`config.mk`:
```
export PLATFORM = sky130hd
export DESIGN_NAME = knn_nat_master_flat
export DESIGN_NICKNAME = d
export VERILOG_FILES = /design/src/rtl/knn_master_pkg.sv /design/src/rtl/knn_nat_master_if.sv /design/src/rtl/knn_nat_xfer.sv /design/src/rtl/knn_nat_master.sv /design/src/flat_wrapper.sv
export SDC_FILE = /design/constraint.sdc
export NUM_CORES = 1
export LEC_CHECK = 0
export ABC_AREA = 1
export CAP_MARGIN = 15
export CORE_ASPECT_RATIO = 1.75
export CORE_UTILIZATION = 40
export DETAILED_ROUTE_END_ITERATION = 6
export PLACE_DENSITY = 0.7
export SETUP_SLACK_MARGIN = 0.1
export SYNTH_ARGS = -nofsm -noshare
export SYNTH_HDL_FRONTEND = slang
export SYNTH_SLANG_ARGS = --single-unit
```
`constraint.sdc`:
```
create_clock -name clk -period 3 [get_ports clk]
set_input_delay 0.6 -clock clk [delete_from_list [all_inputs] [get_ports clk]]
set_output_delay 0.6 -clock clk [all_outputs]
set_load 0.02 [all_outputs]
```
`src/rtl/knn_master_pkg.sv`:
```
// rtl/knn_master_pkg.sv - state codes and default register map for the KNN native-bus master
package knn_master_pkg;

    localparam int DATA_W_DEF = 32;

    localparam logic [2:0] S_EN   = 3'd0;
    localparam logic [2:0] S_IDLE = 3'd1;
    localparam logic [2:0] S_WX   = 3'd2;
    localparam logic [2:0] S_WY   = 3'd3;
    localparam logic [2:0] S_WL   = 3'd4;
    localparam logic [2:0] S_RD   = 3'd5;
    localparam logic [2:0] S_OUT  = 3'd6;

    localparam int X_ADDR_DEF      = 0;
    localparam int Y_ADDR_DEF      = 1;
    localparam int LABEL_ADDR_DEF  = 2;
    localparam int DIST_ADDR_DEF   = 3;
    localparam int ENABLE_ADDR_DEF = 4;

    localparam logic [DATA_W_DEF/8-1:0] WSTRB_ALL = {(DATA_W_DEF/8){1'b1}};

endpackage

```
`src/rtl/knn_nat_master_if.sv`:
```
// rtl/knn_nat_master_if.sv - command/result streams and native bus of the KNN master
interface knn_nat_master_if #(
    parameter int ADDR_W = 5,
    parameter int DATA_W = 32
);
    logic              cmd_valid;
    logic              cmd_ready;
    logic [DATA_W-1:0] cmd_x;
    logic [DATA_W-1:0] cmd_y;
    logic [DATA_W-1:0] cmd_label;

    logic              res_valid;
    logic              res_ready;
    logic [DATA_W-1:0] res_dist;
    logic [DATA_W-1:0] res_label;

    logic                m_valid;
    logic [ADDR_W-1:0]   m_address;
    logic [DATA_W-1:0]   m_wdata;
    logic [DATA_W/8-1:0] m_wstrb;
    logic [DATA_W-1:0]   m_rdata;
    logic                m_ready;

    modport master (
        input  cmd_valid, cmd_x, cmd_y, cmd_label, res_ready, m_rdata, m_ready,
        output cmd_ready, res_valid, res_dist, res_label,
               m_valid, m_address, m_wdata, m_wstrb
    );

    modport slave (
        output cmd_valid, cmd_x, cmd_y, cmd_label, res_ready, m_rdata, m_ready,
        input  cmd_ready, res_valid, res_dist, res_label,
               m_valid, m_address, m_wdata, m_wstrb
    );
endinterface

```
`src/rtl/knn_nat_xfer.sv`:
```
// rtl/knn_nat_xfer.sv - single native-bus transaction engine; watchdog under KNN_MASTER_TIMEOUT_EN
module knn_nat_xfer #(
    parameter int ADDR_W  = 5,
    parameter int DATA_W  = 32,
    parameter int TIMEOUT = 255
) (
    input  logic                clk,
    input  logic                rst,
    input  logic                start,
    input  logic [ADDR_W-1:0]   addr,
    input  logic [DATA_W-1:0]   wdata,
    input  logic                write,
    output logic                done,
    output logic [DATA_W-1:0]   rdata,
    output logic                timed_out,
    output logic                m_valid,
    output logic [ADDR_W-1:0]   m_address,
    output logic [DATA_W-1:0]   m_wdata,
    output logic [DATA_W/8-1:0] m_wstrb,
    input  logic [DATA_W-1:0]   m_rdata,
    input  logic                m_ready
);

    logic                m_valid_q, m_valid_d;
    logic [ADDR_W-1:0]   m_address_q, m_address_d;
    logic [DATA_W-1:0]   m_wdata_q, m_wdata_d;
    logic [DATA_W/8-1:0] m_wstrb_q, m_wstrb_d;
    logic                ack;
    logic                expire;

    assign ack = m_valid_q & m_ready;

`ifdef KNN_MASTER_TIMEOUT_EN
    logic [15:0] wd_q, wd_d;

    assign expire = m_valid_q & ~m_ready & (wd_q == 16'(TIMEOUT - 1));

    always_comb begin
        wd_d = wd_q + 16'd1;
        if (!m_valid_q || m_ready || expire) begin
            wd_d = 16'd0;
        end
    end

    always_ff @(posedge clk) begin
        if (rst) begin
            wd_q <= 16'd0;
        end else begin
            wd_q <= wd_d;
        end
    end
`else
    logic [31:0] unused_timeout;
    assign unused_timeout = TIMEOUT;
    assign expire = 1'b0;
`endif

    assign done      = ack | expire;
    assign timed_out = expire;
    assign rdata     = expire ? {DATA_W{1'b1}} : m_rdata;

    // A request is only launched while m_valid is low, so every ack is
    // followed by at least one idle cycle before the next request.
    always_comb begin
        m_valid_d   = m_valid_q;
        m_address_d = m_address_q;
        m_wdata_d   = m_wdata_q;
        m_wstrb_d   = m_wstrb_q;
        if (!m_valid_q && start) begin
            m_valid_d   = 1'b1;
            m_address_d = addr;
            m_wdata_d   = write ? wdata : '0;
            m_wstrb_d   = write ? {(DATA_W/8){1'b1}} : '0;
        end else if (done) begin
            m_valid_d = 1'b0;
        end
    end

    always_ff @(posedge clk) begin
        if (rst) begin
            m_valid_q   <= 1'b0;
            m_address_q <= '0;
            m_wdata_q   <= '0;
            m_wstrb_q   <= '0;
        end else begin
            m_valid_q   <= m_valid_d;
            m_address_q <= m_address_d;
            m_wdata_q   <= m_wdata_d;
            m_wstrb_q   <= m_wstrb_d;
        end
    end

    assign m_valid   = m_valid_q;
    assign m_address = m_address_q;
    assign m_wdata   = m_wdata_q;
    assign m_wstrb   = m_wstrb_q;

endmodule

```
`src/rtl/knn_nat_master.sv`:
```
// rtl/knn_nat_master.sv - streams (x, y, label) points into the KNN slave and returns (distance, label)
// Optional watchdog: KNN_MASTER_TIMEOUT_EN (error stays 0 when undefined).
module knn_nat_master
    import knn_master_pkg::*;
#(
    parameter int ADDR_W      = 5,
    parameter int DATA_W      = 32,
    parameter int X_ADDR      = X_ADDR_DEF,
    parameter int Y_ADDR      = Y_ADDR_DEF,
    parameter int LABEL_ADDR  = LABEL_ADDR_DEF,
    parameter int DIST_ADDR   = DIST_ADDR_DEF,
    parameter int ENABLE_ADDR = ENABLE_ADDR_DEF,
    parameter int TIMEOUT     = 255
) (
    input  logic              clk,
    input  logic              rst,
    knn_nat_master_if.master  bus,
    output logic              busy,
    output logic [15:0]       count,
    output logic              error
);

    logic [2:0]        state_q, state_d;
    logic [DATA_W-1:0] x_q, x_d, y_q, y_d, lbl_q, lbl_d;
    logic [DATA_W-1:0] dist_q, dist_d, rlbl_q, rlbl_d;
    logic [15:0]       count_q, count_d;
    logic              error_q, error_d;

    logic              start, write, done, timed_out;
    logic [ADDR_W-1:0] x_addr;
    logic [DATA_W-1:0] x_wdata, x_rdata;

    always_comb begin
        start   = 1'b1;
        write   = 1'b1;
        x_addr  = '0;
        x_wdata = '0;
        case (state_q)
            S_EN: begin
                x_addr  = ADDR_W'(ENABLE_ADDR);
                x_wdata = DATA_W'(1);
            end
            S_WX: begin
                x_addr  = ADDR_W'(X_ADDR);
                x_wdata = x_q;
            end
            S_WY: begin
                x_addr  = ADDR_W'(Y_ADDR);
                x_wdata = y_q;
            end
            S_WL: begin
                x_addr  = ADDR_W'(LABEL_ADDR);
                x_wdata = lbl_q;
            end
            S_RD: begin
                x_addr = ADDR_W'(DIST_ADDR);
                write  = 1'b0;
            end
            default: start = 1'b0;
        endcase
    end

    always_comb begin
        state_d = state_q;
        x_d     = x_q;
        y_d     = y_q;
        lbl_d   = lbl_q;
        dist_d  = dist_q;
        rlbl_d  = rlbl_q;
        count_d = count_q;
        error_d = error_q | timed_out;
        case (state_q)
            S_EN:   if (done) state_d = S_IDLE;
            S_IDLE: begin
                if (bus.cmd_valid) begin
                    x_d     = bus.cmd_x;
                    y_d     = bus.cmd_y;
                    lbl_d   = bus.cmd_label;
                    state_d = S_WX;
                end
            end
            S_WX:   if (done) state_d = S_WY;
            S_WY:   if (done) state_d = S_WL;
            S_WL:   if (done) state_d = S_RD;
            S_RD: begin
                if (done) begin
                    dist_d  = x_rdata;
                    rlbl_d  = lbl_q;
                    state_d = S_OUT;
                end
            end
            S_OUT: begin
                if (bus.res_ready) begin
                    count_d = count_q + 16'd1;
                    state_d = S_IDLE;
                end
            end
            default: state_d = S_EN;
        endcase
    end

    always_ff @(posedge clk) begin
        if (rst) begin
            state_q <= S_EN;
            x_q     <= '0;
            y_q     <= '0;
            lbl_q   <= '0;
            dist_q  <= '0;
            rlbl_q  <= '0;
            count_q <= 16'd0;
            error_q <= 1'b0;
        end else begin
            state_q <= state_d;
            x_q     <= x_d;
            y_q     <= y_d;
            lbl_q   <= lbl_d;
            dist_q  <= dist_d;
            rlbl_q  <= rlbl_d;
            count_q <= count_d;
            error_q <= error_d;
        end
    end

    knn_nat_xfer #(
        .ADDR_W  (ADDR_W),
        .DATA_W  (DATA_W),
        .TIMEOUT (TIMEOUT)
    ) u_xfer (
        .clk       (clk),
        .rst       (rst),
        .start     (start),
        .addr      (x_addr),
        .wdata     (x_wdata),
        .write     (write),
        .done      (done),
        .rdata     (x_rdata),
        .timed_out (timed_out),
        .m_valid   (bus.m_valid),
        .m_address (bus.m_address),
        .m_wdata   (bus.m_wdata),
        .m_wstrb   (bus.m_wstrb),
        .m_rdata   (bus.m_rdata),
        .m_ready   (bus.m_ready)
    );

    assign bus.cmd_ready = (state_q == S_IDLE);
    assign bus.res_valid = (state_q == S_OUT);
    assign bus.res_dist  = dist_q;
    assign bus.res_label = rlbl_q;
    assign busy          = (state_q != S_IDLE);
    assign count         = count_q;
    assign error         = error_q;

endmodule

```
`src/flat_wrapper.sv`:
```
// flat-port wrapper written by rule: the top's interface ports become plain ports
module knn_nat_master_flat import knn_master_pkg::*;
#(
    parameter int ADDR_W      = 5,
    parameter int DATA_W      = 32,
    parameter int X_ADDR      = X_ADDR_DEF,
    parameter int Y_ADDR      = Y_ADDR_DEF,
    parameter int LABEL_ADDR  = LABEL_ADDR_DEF,
    parameter int DIST_ADDR   = DIST_ADDR_DEF,
    parameter int ENABLE_ADDR = ENABLE_ADDR_DEF,
    parameter int TIMEOUT     = 255
)
  (clk, rst, busy, count, error, bus_cmd_valid, bus_cmd_x, bus_cmd_y, bus_cmd_label, bus_res_ready, bus_m_rdata, bus_m_ready, bus_cmd_ready, bus_res_valid, bus_res_dist, bus_res_label, bus_m_valid, bus_m_address, bus_m_wdata, bus_m_wstrb);
  knn_nat_master_if #(.ADDR_W(ADDR_W), .DATA_W(DATA_W)) bus_i ();
  input  logic clk;
  input  logic rst;
  output logic busy;
  output logic [15:0] count;
  output logic error;
  input wire logic [$bits(bus_i.cmd_valid)-1:0] bus_cmd_valid;
  input wire logic [$bits(bus_i.cmd_x)-1:0] bus_cmd_x;
  input wire logic [$bits(bus_i.cmd_y)-1:0] bus_cmd_y;
  input wire logic [$bits(bus_i.cmd_label)-1:0] bus_cmd_label;
  input wire logic [$bits(bus_i.res_ready)-1:0] bus_res_ready;
  input wire logic [$bits(bus_i.m_rdata)-1:0] bus_m_rdata;
  input wire logic [$bits(bus_i.m_ready)-1:0] bus_m_ready;
  output wire logic [$bits(bus_i.cmd_ready)-1:0] bus_cmd_ready;
  output wire logic [$bits(bus_i.res_valid)-1:0] bus_res_valid;
  output wire logic [$bits(bus_i.res_dist)-1:0] bus_res_dist;
  output wire logic [$bits(bus_i.res_label)-1:0] bus_res_label;
  output wire logic [$bits(bus_i.m_valid)-1:0] bus_m_valid;
  output wire logic [$bits(bus_i.m_address)-1:0] bus_m_address;
  output wire logic [$bits(bus_i.m_wdata)-1:0] bus_m_wdata;
  output wire logic [$bits(bus_i.m_wstrb)-1:0] bus_m_wstrb;
  assign bus_i.cmd_valid = bus_cmd_valid;
  assign bus_i.cmd_x = bus_cmd_x;
  assign bus_i.cmd_y = bus_cmd_y;
  assign bus_i.cmd_label = bus_cmd_label;
  assign bus_i.res_ready = bus_res_ready;
  assign bus_i.m_rdata = bus_m_rdata;
  assign bus_i.m_ready = bus_m_ready;
  assign bus_cmd_ready = bus_i.cmd_ready;
  assign bus_res_valid = bus_i.res_valid;
  assign bus_res_dist = bus_i.res_dist;
  assign bus_res_label = bus_i.res_label;
  assign bus_m_valid = bus_i.m_valid;
  assign bus_m_address = bus_i.m_address;
  assign bus_m_wdata = bus_i.m_wdata;
  assign bus_m_wstrb = bus_i.m_wstrb;
  knn_nat_master #(.ADDR_W(ADDR_W), .DATA_W(DATA_W), .X_ADDR(X_ADDR), .Y_ADDR(Y_ADDR), .LABEL_ADDR(LABEL_ADDR), .DIST_ADDR(DIST_ADDR), .ENABLE_ADDR(ENABLE_ADDR), .TIMEOUT(TIMEOUT)) u_core (.clk(clk), .rst(rst), .bus(bus_i), .busy(busy), .count(count), .error(error));
endmodule
```
==> flow_summary_export.csv <==
group,metric,value,unit
status,status,"completed",
setup_path,reg2reg_from,"u_core.state_q[0]",
clocking,cts_buffers,20,
sta,slew_headroom,50.24,%
sta,final.setup.tns,0,ps
cells_and_area,diodes,0,
synth,synthCells,1186,
clocking,post_cts_buffers,0,
synth,synthesis.area,8566,um2
cells_and_area,fill_cells,1916,
sta,hold_ws,463.0,ps
global_routing,met1_usage,26.45,%
sta,worst_pin_slew,745.3,ps
floorplanning,num_rows,70,
power_and_ir_drop,total_power,8.271,mW
cells_and_area,final_cell_mix,"nor2_1, clkdlybuf4s50_1, nand2_1, dfxtp_1, o21ai_0",
global_routing,gr-usage-met2,42.98,%
detailed_routing,drc,0,
flow_run,max_cap_viol_count,0,
global_routing,grt_overflow,0,
synth,synthDominantCellAreaShare,50.48,%
floorplanning,start_util,40.92,%
placed_design,routabilityCongestion,0.8270,
detailed_routing,wl_per_cell,15.77,um
cells_and_area,post_route_cells_drive_above_1_share,4.678,%
placed_design,io_buffers,255,
floorplanning,die_y,195.6,um
setup_path,cp_top_family,"buffers and inverters",
synth,ys_warn_count,0,
synth,ys_ff_latch,216,
sta,finalCriticalPeriod,2619,ps
floorplanning,fp.coreArea,20930,um2
detailed_routing,first_pass_iters,5,
global_routing,grt.busiest_layer,"met2",
detailed_routing,ant_nets,0,
clocking,cts_tree,"yes",
synth,yosysUniqueCellTypes,25,
setup_path,crit_chain,"nand2_1 > nor2_1 > clkdlybuf4s50_1",
global_routing,use_met3,3.569,%
power_and_ir_drop,vdd_drop_max,431.8,uV
min_path,min_path_type,"reg2reg",
setup_path,cpPeakStageDelay,630,ps
setup_path,worst-setup-path-type,"reg2out",
cells_and_area,fin_nets,1534,
power_and_ir_drop,power_density,697.0,nW/um2
cells_and_area,syn2layout_area_growth,38.53,%
placed_design,dp_hpwl,17180,um
clocking,htreeDepth,1,
setup_path,crit_arrival,2020,ps
sta,setup_viol,0,
synth,yosysSeqAreaShare,50.48,%
cells_and_area,layout_commonest_cell,"nor2_1",
sta,fmax,381.8,MHz
setup_path,start_kind,"flop",
global_routing,grt_use_total,23.58,%
global_routing,grt_max_degree,97,
setup_path,worstRegToRegCells,7,
setup_path,ff2ff_setup_slack,1010,ps
synth,synth.top_cells.by_area,"dfxtp_1, nor2_1, nand2_1",
setup_path,path_buf_inv,1,
sta,rsz0062_at_grt,"false",
setup_path,crit_required,2400,ps
setup_path,cp_num_cells,3,
setup_path,cp-endpoint,"bus_res_valid",
synth,synth_top_area_cell,"dfxtp_1",
setup_path,r2r_end,"u_core.u_xfer.m_wdata[15]",
detailed_routing,drt-total-wl,26230,um
min_path,whs_path_depth,2,
synth,avgSynthCellArea,7.222,um2
clocking,clkSinkCount,216,
sta,hold_viol,0,
sta,skew,12.53,ps
sta,final-max-slew-violation-count,0,
clocking,cts.path.max_buffers,3,
power_and_ir_drop,p_leak,4.961,nW
floorplanning,die_w,112.6,um
clocking,clk_pin_slew,70,ps
clocking,cts_resized,0,
clocking,clk_root_buffer_cell,"clkbuf_16",
sta,finalCritPeriodShare,87.31,%
setup_path,end_kind,"output pin",
detailed_routing,drt_iter0_markers,564,
setup_path,crit_fanout,8,
global_routing,grt_pass1_wl,41480,um
floorplanning,boundaryPins,259,
global_routing,grt_pass1_vias,8125,
detailed_routing,vias_per_cell,5.037,
detailed_routing,vias,8376,
setup_path,critPathSlowestCell,"clkdlybuf4s50_1",
floorplanning,die_area,22030,um2
setup_path,setup.worst_path.start,"u_core.state_q[2]",
clocking,insertion_delay,490,ps
clocking,ctsHoldBuffers,0,
global_routing,antenna_found_initial,0,
## cell usage after synthesis, drive strengths merged
cell type and instances:
buf 51, nand2 221, conb 1, nor3b 1
nor3 1, a21oi 42, nor2 367, dfxtp 216
ha 1, nand3 44, nand4 10, inv 37
o21ai 166, clkbuf 28
## stage by stage
step	util (%)	std cells	cell area (um2)	setup slack, ps
2_1_floorplan	-	1188	8573	1475
5_1_grt	56.69	1663	11870	247.0
3_3_place_gp	53.27	1630	11150	763.6
3_5_place_dp	53.27	1630	11150	747.8
4_1_cts	56.69	1663	11870	332.5
6_report	56.69	1663	11870	380.6
## registers in the layout, summed over array words and instances (netlist names)
| signal | cells |
|---|---|
| u_core.u_xfer.m_valid | 1 |
| u_core.lbl_q | 32 |
| u_core.y_q | 32 |
| u_core.u_xfer.m_address | 3 |
| u_core.count | 16 |
| u_core.bus.res_label | 32 |
| u_core.u_xfer.m_wstrb | 1 |
| u_core.u_xfer.m_wdata | 32 |
| u_core.x_q | 32 |
| u_core.bus.res_dist | 32 |
| u_core.state_q | 3 |
## worst min path at each step
stage,startpoint,endpoint
3_5_place_dp,u_core.u_xfer.m_wdata[18],u_core.u_xfer.m_wdata[18]
3_3_place_gp,u_core.u_xfer.m_address[2],u_core.u_xfer.m_address[2]
4_1_cts,u_core.u_xfer.m_wdata[18],u_core.u_xfer.m_wdata[18]
6_report,u_core.u_xfer.m_wdata[22],u_core.u_xfer.m_wdata[22]
5_1_grt,u_core.u_xfer.m_wdata[18],u_core.u_xfer.m_wdata[18]
2_1_floorplan,u_core.y_q[30],u_core.y_q[30]
## power breakdown
group	internal [mW]	leakage [nW]	switching, mW	total [mW]
Clock	1.69	0.346	1.10	2.79
Combinational	0.696	2.86	1.20	1.90
Sequential	3.30	1.75	0.289	3.58
Total	5.68	4.96	2.59	8.27
## layer usage
metal  wire [um]  part of all wire, %
met1       10080                   38
met2       13530                   52
met4        1186                  4.5
met3        1435                  5.5
met5           0                    0
## logic make-up (layout without fill, tap and decap cells)
group,after synthesis,in the layout,share of synthesized area (%)
AND/OR/NAND/NOR,644,644,30.19
flip-flops,216,216,50.48
AO/OA/AOI/OAI,208,208,12.15
buffers and inverters,116,339,6.982
adder cells (fa/ha/maj),1,1,0.1460
other,1,3,0.04378
## tightest hold or removal path, stage by stage, from the launching register on
cell and delay [ps]:
dfxtp_1 310, nand2_1 60, a21oi_1 50
## layout make-up
type | instances | area (um2) | share of cell area [%]
inverters | 37 | 142.6 | 1.202
clock inverters | 8 | 145.1 | 1.223
repair buffers | 269 | 2703 | 22.78
clock buffers | 25 | 570.5 | 4.808
flip-flops and latches | 216 | 4324 | 36.44
multi-input cells | 856 | 3666 | 30.89
well taps | 252 | 315.3 | 2.657
Power figures use the tool's default switching activity.
